--- config.mk ---
export PLATFORM = sky130hd
export DESIGN_NAME = array_ctrl
export DESIGN_NICKNAME = d
export VERILOG_FILES = /design/src/rtl/array_ctrl_pkg.sv /design/src/rtl/array_ctrl_skew_line.sv /design/src/rtl/array_ctrl.sv
export SDC_FILE = /design/constraint.sdc
export NUM_CORES = 1
export LEC_CHECK = 0
export BUFFER_PORTS_ARGS = -buffer_cell sky130_fd_sc_hd__buf_4
export CORE_UTILIZATION = 58
export CTS_CLUSTER_SIZE = 10
export DETAILED_ROUTE_END_ITERATION = 8
export PLACE_DENSITY = 0.95
export SLEW_MARGIN = 5
export SYNTH_ARGS = -nofsm -noshare
export SYNTH_HDL_FRONTEND = slang
export SYNTH_SLANG_ARGS = --single-unit
--- constraint.sdc ---
create_clock -name clk -period 4.45 [get_ports clk]
set_input_delay 0.445 -clock clk [delete_from_list [all_inputs] [get_ports clk]]
set_output_delay 0.445 -clock clk [all_outputs]
set_load 0.03 [all_outputs]
--- src/rtl/array_ctrl_pkg.sv ---
// rtl/array_ctrl_pkg.sv - shared types, latencies and timing helper for the systolic array controller
package array_ctrl_pkg;

  typedef enum logic [2:0] {
    ST_IDLE,
    ST_CLR,
    ST_WLOAD,
    ST_STREAM,
    ST_DRAIN,
    ST_DONE
  } array_ctrl_state_t;

  localparam int ARRAY_HEIGHT = 8;
  localparam int ARRAY_WIDTH  = 8;

  // Delays (in cycles) from ifm_rd to the first tap of each skew-line slice
  localparam int LAT_EN_I0 = 1;
  localparam int LAT_EN_O0 = 1 + ARRAY_HEIGHT;
  localparam int LAT_VLD0  = 2 + ARRAY_HEIGHT;

  // Cycle of the done pulse, counted from the cycle the start is accepted
  function automatic int ctrl_done_cycle(input int h, input int w, input int n);
    return (n == 0) ? 1 : (2 * h + w + n + 3);
  endfunction

endpackage

--- src/rtl/array_ctrl_skew_line.sv ---
// rtl/array_ctrl_skew_line.sv - 1-bit shift register with flush, exposing every stage as a tap
module array_ctrl_skew_line #(
  parameter int DEPTH = 17
) (
  input  logic             clk,
  input  logic             rst_n,
  input  logic             flush,
  input  logic             din,
  output logic [DEPTH-1:0] taps
);

  logic [DEPTH-1:0] sr_q;
  logic [DEPTH-1:0] sr_d;

  // Shift one stage per cycle; a flush empties the whole line at once
  always_comb begin
    sr_d = {sr_q[DEPTH-2:0], din};
    if (flush) begin
      sr_d = '0;
    end
  end

  // Stage register, emptied by reset
  always_ff @(posedge clk) begin
    if (!rst_n) begin
      sr_q <= '0;
    end else begin
      sr_q <= sr_d;
    end
  end

  assign taps = sr_q;

endmodule

--- src/rtl/array_ctrl.sv ---
// rtl/array_ctrl.sv - tile sequencer: clear, weight preload, skewed input streaming, output drain
module array_ctrl
  import array_ctrl_pkg::*;
#(
  parameter int HEIGHT = 8,
  parameter int WIDTH  = 8,
  parameter int CNTW   = 16,
  localparam int AW    = (HEIGHT > 1) ? $clog2(HEIGHT) : 1
) (
  input  logic              clk,
  input  logic              rst_n,
  input  logic              start,
  input  logic              abort,
  input  logic [CNTW-1:0]   num_vec,
  output logic              busy,
  output logic              done,
  output logic              ifm_rd,
  output logic [CNTW-1:0]   ifm_addr,
  output logic              wght_rd,
  output logic [AW-1:0]     wght_addr,
  output logic [HEIGHT-1:0] en_i,
  output logic [HEIGHT-1:0] clr_i,
  output logic [WIDTH-1:0]  en_w,
  output logic [WIDTH-1:0]  clr_w,
  output logic [WIDTH-1:0]  en_o,
  output logic [WIDTH-1:0]  clr_o,
  output logic [WIDTH-1:0]  ofm_vld
);

  // Stage k of the skew line holds ifm_rd delayed k+1 cycles; the last stage feeds ofm_vld[WIDTH-1]
  localparam int DEPTH = 1 + HEIGHT + WIDTH;
  localparam logic [CNTW-1:0] WLOAD_TOP = CNTW'(HEIGHT - 1);

  array_ctrl_state_t state_q, state_d;
  logic [CNTW-1:0]   cnt_q, cnt_d;
  logic [CNTW-1:0]   num_q, num_d;
  logic              zdone_q, zdone_d;
  logic              en_w_q, en_w_d;
  logic [DEPTH-1:0]  taps;

  array_ctrl_skew_line #(
    .DEPTH (DEPTH)
  ) u_skew_line (
    .clk   (clk),
    .rst_n (rst_n),
    .flush (abort),
    .din   (ifm_rd),
    .taps  (taps)
  );

  // State, counter, latched vector count, zero-length done flag and en_w delay
  always_ff @(posedge clk) begin
    if (!rst_n) begin
      state_q <= ST_IDLE;
      cnt_q   <= '0;
      num_q   <= '0;
      zdone_q <= 1'b0;
      en_w_q  <= 1'b0;
    end else begin
      state_q <= state_d;
      cnt_q   <= cnt_d;
      num_q   <= num_d;
      zdone_q <= zdone_d;
      en_w_q  <= en_w_d;
    end
  end

  // Next-state logic; a zero-length tile only raises a one-cycle done flag and never leaves IDLE
  always_comb begin
    state_d = state_q;
    cnt_d   = cnt_q;
    num_d   = num_q;
    zdone_d = 1'b0;
    en_w_d  = (state_q == ST_WLOAD);
    unique case (state_q)
      ST_IDLE: begin
        if (start) begin
          if (num_vec == '0) begin
            zdone_d = 1'b1;
          end else begin
            state_d = ST_CLR;
            num_d   = num_vec;
          end
        end
      end
      ST_CLR: begin
        state_d = ST_WLOAD;
        cnt_d   = WLOAD_TOP;
      end
      ST_WLOAD: begin
        if (cnt_q == '0) begin
          state_d = ST_STREAM;
        end else begin
          cnt_d = cnt_q - CNTW'(1);
        end
      end
      ST_STREAM: begin
        if (cnt_q == num_q - CNTW'(1)) begin
          state_d = ST_DRAIN;
          cnt_d   = '0;
        end else begin
          cnt_d = cnt_q + CNTW'(1);
        end
      end
      ST_DRAIN: begin
        // Everything but the last stage empty means the line is empty next cycle
        if (taps[DEPTH-2:0] == '0) begin
          state_d = ST_DONE;
        end
      end
      ST_DONE: begin
        state_d = ST_IDLE;
      end
      default: begin
        state_d = ST_IDLE;
      end
    endcase
    if (abort) begin
      state_d = ST_IDLE;
      cnt_d   = '0;
      num_d   = '0;
      zdone_d = 1'b0;
      en_w_d  = 1'b0;
    end
  end

  // Output decode from state, counter and skew-line taps
  always_comb begin
    busy      = (state_q != ST_IDLE) || zdone_q;
    done      = (state_q == ST_DONE) || zdone_q;
    ifm_rd    = (state_q == ST_STREAM);
    ifm_addr  = ifm_rd ? cnt_q : '0;
    wght_rd   = (state_q == ST_WLOAD);
    wght_addr = wght_rd ? cnt_q[AW-1:0] : '0;
    clr_i     = {HEIGHT{state_q == ST_CLR}};
    clr_w     = {WIDTH{state_q == ST_CLR}};
    clr_o     = {WIDTH{state_q == ST_CLR}};
    en_w      = {WIDTH{en_w_q}};
    en_i      = taps[LAT_EN_I0-1 +: HEIGHT];
    en_o      = taps[HEIGHT +: WIDTH];
    ofm_vld   = taps[HEIGHT+1 +: WIDTH];
  end

endmodule

## Yosys cells after proc, flatten, opt, wreduce, memory -nomap -nowiden

Cells that the tools add are included.

- Bitwise gates (word level): 4
- Muxes and demuxes: 12
- Add/sub/neg operators: 3
- Equality and inequality tests: 12
- Reduce and logical (&&, ||, !) cells: 13

Operators by type and width:

| cell | number |
|---|---|
| 16-bit logical NOT | 3 |
| 16-bit two-way mux | 3 |
| 16-bit one-hot mux with 3 select lines | 1 |
| 16-bit by 1-bit subtractor with 16-bit output, second input constant | 2 |
| 3-bit two-way mux | 6 |
| 16-bit by 1-bit adder with 16-bit output, second input constant | 1 |
| 16-bit equality test | 1 |
| 3-bit one-hot mux with 5 select lines | 1 |
| 2-bit inequality test, second input constant | 5 |
| 3-bit by 2-bit equality test with 1-bit output, second input constant | 2 |
| 3-bit equality test, second input constant | 2 |
| 3-bit nonzero test | 2 |
| 5-bit AND reduction | 1 |
| 1-bit inverter | 4 |
| 4-bit OR reduction | 1 |
| 3-bit by 1-bit equality test with 1-bit output, second input constant | 1 |
| 3-bit logical NOT | 1 |
| 3-bit AND reduction | 1 |
| 1-bit logical OR | 2 |
| 2-bit by 1-bit inequality test with 1-bit output, second input constant | 1 |
| 2-bit AND reduction | 1 |
| 2-bit OR reduction | 1 |
| 1-bit two-way mux | 1 |

- Register bits: 54
- Word-level logic and storage cells: 50
- Output and inout port bits: 79
- Input port bits: 20

## Logic depth before layout (Yosys ltp)

- Depth after elaboration: 4
- Gate-level depth with buffers: 11
- Mapped depth without buffers: 10

## Modules after synthesis

From an unflattened synthesis, not the netlist that was laid out.

- Cells, all modules: 451
- Area total of the unflattened synthesis: 3607.2 sq um

By module, submodules not included:

| module | cells an instance | area each (sq um) | instances | seq. area each (sq um) |
|---|---|---|---|---|
| array_ctrl | 415 | 3086.7 | 1 | 740.7 |
| array_ctrl_skew_line | 36 | 520.5 | 1 | 340.3 |

## Worst setup path after synthesis

No wires, ideal clock.

- Path type: reg-to-output
- Start point: register state_q[0]
- End point: output port clr_i[1]
- Data arrival time: 2716 ps
- Setup slack: 1289 ps
- Buffers on the path: 2
- Stages on the path, launching flop included: 5
- Required time: 4005 ps
- Cell sequence: dfxtp_1 -> buf_4 -> inv_1 -> nor3_1 -> buf_4

- Word-level cells in the longest chain between the ends: 1

Ends and longest elaborated chain:

| element | RTL line | source |
|---|---|---|
| from (decl) | array_ctrl.sv:34 | `array_ctrl_state_t state_q, state_d;` |
| from (signal assigned) | array_ctrl.sv:60 | `state_q <= state_d;` |
| 3-bit by 1-bit equality test with 1-bit output | array_ctrl.sv:135 | `clr_i = {HEIGHT{state_q == ST_CLR}};` |
| to (decl) | array_ctrl.sv:22 | `output logic [HEIGHT-1:0] clr_i,` |

Every way passes these cells.

## Final worst setup path

- Start point: register num_q[5]
- End point: register cnt_q[3]

- Word-level cells in the longest chain between the ends: 4

Ends and longest elaborated chain:

| element | RTL line | source |
|---|---|---|
| from (decl) | array_ctrl.sv:36 | `logic [CNTW-1:0] num_q, num_d;` |
| from (signal assigned) | array_ctrl.sv:62 | `num_q <= num_d;` |
| 16-bit by 1-bit subtractor with 16-bit output | array_ctrl.sv:98 | `if (cnt_q == num_q - CNTW'(1)) begin` |
| 16-bit equality test | array_ctrl.sv:98 |  |
| 16-bit two-way mux | array_ctrl.sv:98 |  |
| 16-bit one-hot mux with 3 select lines | array_ctrl.sv:75 | `unique case (state_q)` |
| to (signal assigned) | array_ctrl.sv:61 | `cnt_q <= cnt_d;` |
| to (decl) | array_ctrl.sv:35 | `logic [CNTW-1:0] cnt_q, cnt_d;` |

Every way passes these cells.
A chain may end at the register's enable or synchronous reset.

==> summary.txt <==
Yosys reg bits -> 54
Global Route Usage Sum -> 30.5%
Area fraction in compound gates after synthesis -> 14.9%
Synth Area in Simple Gates -> 29.8%
Number of stages on the worst setup path -> 8
Vias in the first global route -> 3,169
Root buffer cell -> clkbuf_8
GRT overflow -> 0
Worst-skew pair later-pin latency -> 0.32 ns
Critical path's top delay family -> simple AND/OR/NAND/NOR gates
Setup Buffers After CTS -> 0
R2r endpoint -> cnt_q[3]
Core area -> 6060 um2
Setup skew after layout -> 0.00838 ns
Kind of critical path -> register to register
Maximum clock path buffer count -> 2
Relative slew slack -> 36.0%
N_diodes -> 0
CP Max Fanout -> 12
Setup violators final -> 0
Layout area overhead -> 14.7%
Cell taking the most area after synthesis -> dfxtp_1
Post-synth ARST share -> 0%
Fin cells -> 591
Io pins -> 99
Global-route wire length before repair -> 15,500 um
Post-Synth XOR/XNOR Area -> 5.89%
CP endpoint kind -> register
PostCTS Resize Cnt -> 0
HPWL Detailed -> 7200 um
Worst hold stages -> 3
Post-synthesis adder-cell area fraction -> 1.35%
Critical path, cell by cell -> or4_1 -> or4_4 -> nor3b_1 -> o31a_1 -> o221a_4 -> a21oi_4 -> a221oi_1 -> a211oi_1
Tcrit/Tclk final -> 72.5%
Fraction of layout cells with a size suffix above 1 -> 26.2%
Starting density of the core -> 61.3%
CTS Hold Bufs -> 0
Leakage -> 1.94 nW
Worst Setup Slack, final -> 1.22 ns
Clock slew at reported path FFs -> 0.11 ns
Pins over their slew limit -> 0
Drt drc -> 0
Synth area leaders -> dfxtp_1 29%, buf_4 8.3%, mux2i_1 5.4%
Synth warnings -> 0
Final hold vios -> 0
Register-to-Register Setup Slack -> 1.22 ns
Worst hold margin -> 0.365 ns
Initial antenna violation count -> 0
Post-layout min period -> 3.23 ns
Max-cap violations -> 0
Min-Delay Endpoint -> num_q[2]
DRT Pass-1 Iters -> 5
Post-synth EDFFs -> 0
Synth Area per Inst -> 7.86 um2
CTS tree -> done
Die Y -> 82.1 um
Vias per cell -> 6.20
Largest net degree at the start of global routing -> 31
PortBufs -> 98
Clk sinks -> 54
FMAX -> 310 MHz
# nets final -> 539
Syn nets -> 497
Antenna-violating nets left -> 0
Mux contribution to synthesized area -> 5.39%
WL final -> 10,200 um
Die Width -> 82.1 um
Sequential cell area fraction in the yosys report -> 29.1%
Worst endpoint required time -> 4.69 ns
Total CTS buffers -> 5
WL per Instance -> 17.3 um
GP Congestion -> 0.896
Post-synth top area share -> 29.1%
Status -> finished, final reports clean
Largest family of logic cells by synthesized area -> simple AND/OR/NAND/NOR gates
Worst reg2reg startpoint -> num_q[5]
Min-Delay Path Class -> primary input to register
Iteration-0 DRC Markers -> 370
Worst vdd ir -> 161 uV
Distinct cell type count after synthesis -> 64
Placed cells -> 583
Commonest non-fill, non-tap cell in the layout -> buf_4
Mapped Cells -> 473
Most used DFF post-synth -> dfxtp_1
Power after layout -> 0.00105 W
Most frequent cells in the layout -> 105 x buf_4, 54 x dfxtp_1, 50 x nor2_1
Slew @ Worst Pin -> 0.957 ns
RSZ-0062 raised after global routing -> no
R2r worst-path depth -> 8
Worst-path cell with the longest stage delay -> or4_1
Largest stage delay, worst path -> 0.66 ns
Critical Path Source Type -> register
H-tree lvl count -> 2
PwrDens -> 245 nW/um2
Worst min-delay path startpoint -> num_vec[2]
Via count -> 3,663
Rows -> 28
Pre-CTS WS -> 1.31 ns
Total negative setup slack -> 0 ns
WP buf/inv -> 0
Crit path DAT -> 3.47 ns
Die Area -> 6730 um2
Cell Area, Synth -> 3720 um2
-- layer usage --
layer	routed length [um]	global-route usage, %
met1	4060	39.7
met2	5020	49.1
met3	850	4.56
met4	285	14.9
met5	0	0
-- where the power goes --
| group | switching [W] | internal (W) | leakage, nW |
|---|---|---|---|
| clock | 0.000175 | 0.000171 | 0.0587 |
| sequential | 0.0000122 | 0.000490 | 0.436 |
| combinational | 0.000114 | 0.0000849 | 1.44 |
| total | 0.000301 | 0.000745 | 1.94 |
-- flip-flops by register name (all words and copies together) (netlist names) --
register          cells
zdone_q               1
num_q                16
state_q               3
en_w_q                1
u_skew_line.taps     17
cnt_q                16
-- logic make-up (layout without fill, tap and decap cells) --
logic type / after synthesis / in the layout
adders and majority gates: 4 / 4
and+or+nand+nor: 208 / 208
DFF: 54 / 54
xor gates and xnor gates: 25 / 25
AOI/OAI and AO/OA: 79 / 79
muxes: 20 / 20
buffers and inverters: 83 / 126
-- cell type report --
cell class                 count  area, um2
sequential                    54       1080
clock buffer                   5       68.8
fill                         475       1800
multi-input combinational    336       2140
clock inverter                 3       47.5
tap                           75       93.8
timing repair buffer         105        788
inverter                      13       48.8
-- worst min-delay path: cells and delay by family --
kind | cells | cell delay, ns
muxes | 1 | 0.05
and+or+nand+nor | 1 | 0.07
buffers and inverters | 1 | 0.09
-- how the worst max path moves through the flow --
stage                     slack, ns  startpoint       end
after floorplan                1.29  state_q[0]  clr_i[1]
after global placement         1.39    num_q[5]  cnt_q[3]
after detailed placement       1.31    num_q[5]  cnt_q[3]
after CTS                      1.26    num_q[5]  cnt_q[3]
after global routing           1.03    num_q[5]  cnt_q[3]
final                          1.22    num_q[5]  cnt_q[3]
-- through the flow --
stage,cell area [um2],utilization [%]
floorplan,3720,-
global placement,4150,68.4
detailed placement,4150,68.4
CTS,4260,70.4
global route,4260,70.4
finish,4260,70.4
-- synthesized netlist by cell type (3+ instances only) --
cell / number
nand3b_1: 3
ha_1: 4
clkbuf_1: 22
a31oi_1: 3
nor3_1: 24
a221oi_1: 3
xnor2_1: 13
clkbuf_8: 3
and3_1: 16
o21ai_1: 3
o21ai_0: 15
nand3_1: 12
or4_1: 6
nand2_1: 31
nor2_1: 50
inv_1: 13
xor2_1: 12
a21oi_1: 19
o221a_2: 3
mux2i_1: 20
nor2b_1: 4
o211ai_1: 6
and2_1: 18
buf_4: 41
nand4_1: 7
o31ai_1: 3
a211oi_1: 3
dfxtp_1: 54
nor4_1: 16
Power figures use the tool's default switching activity.
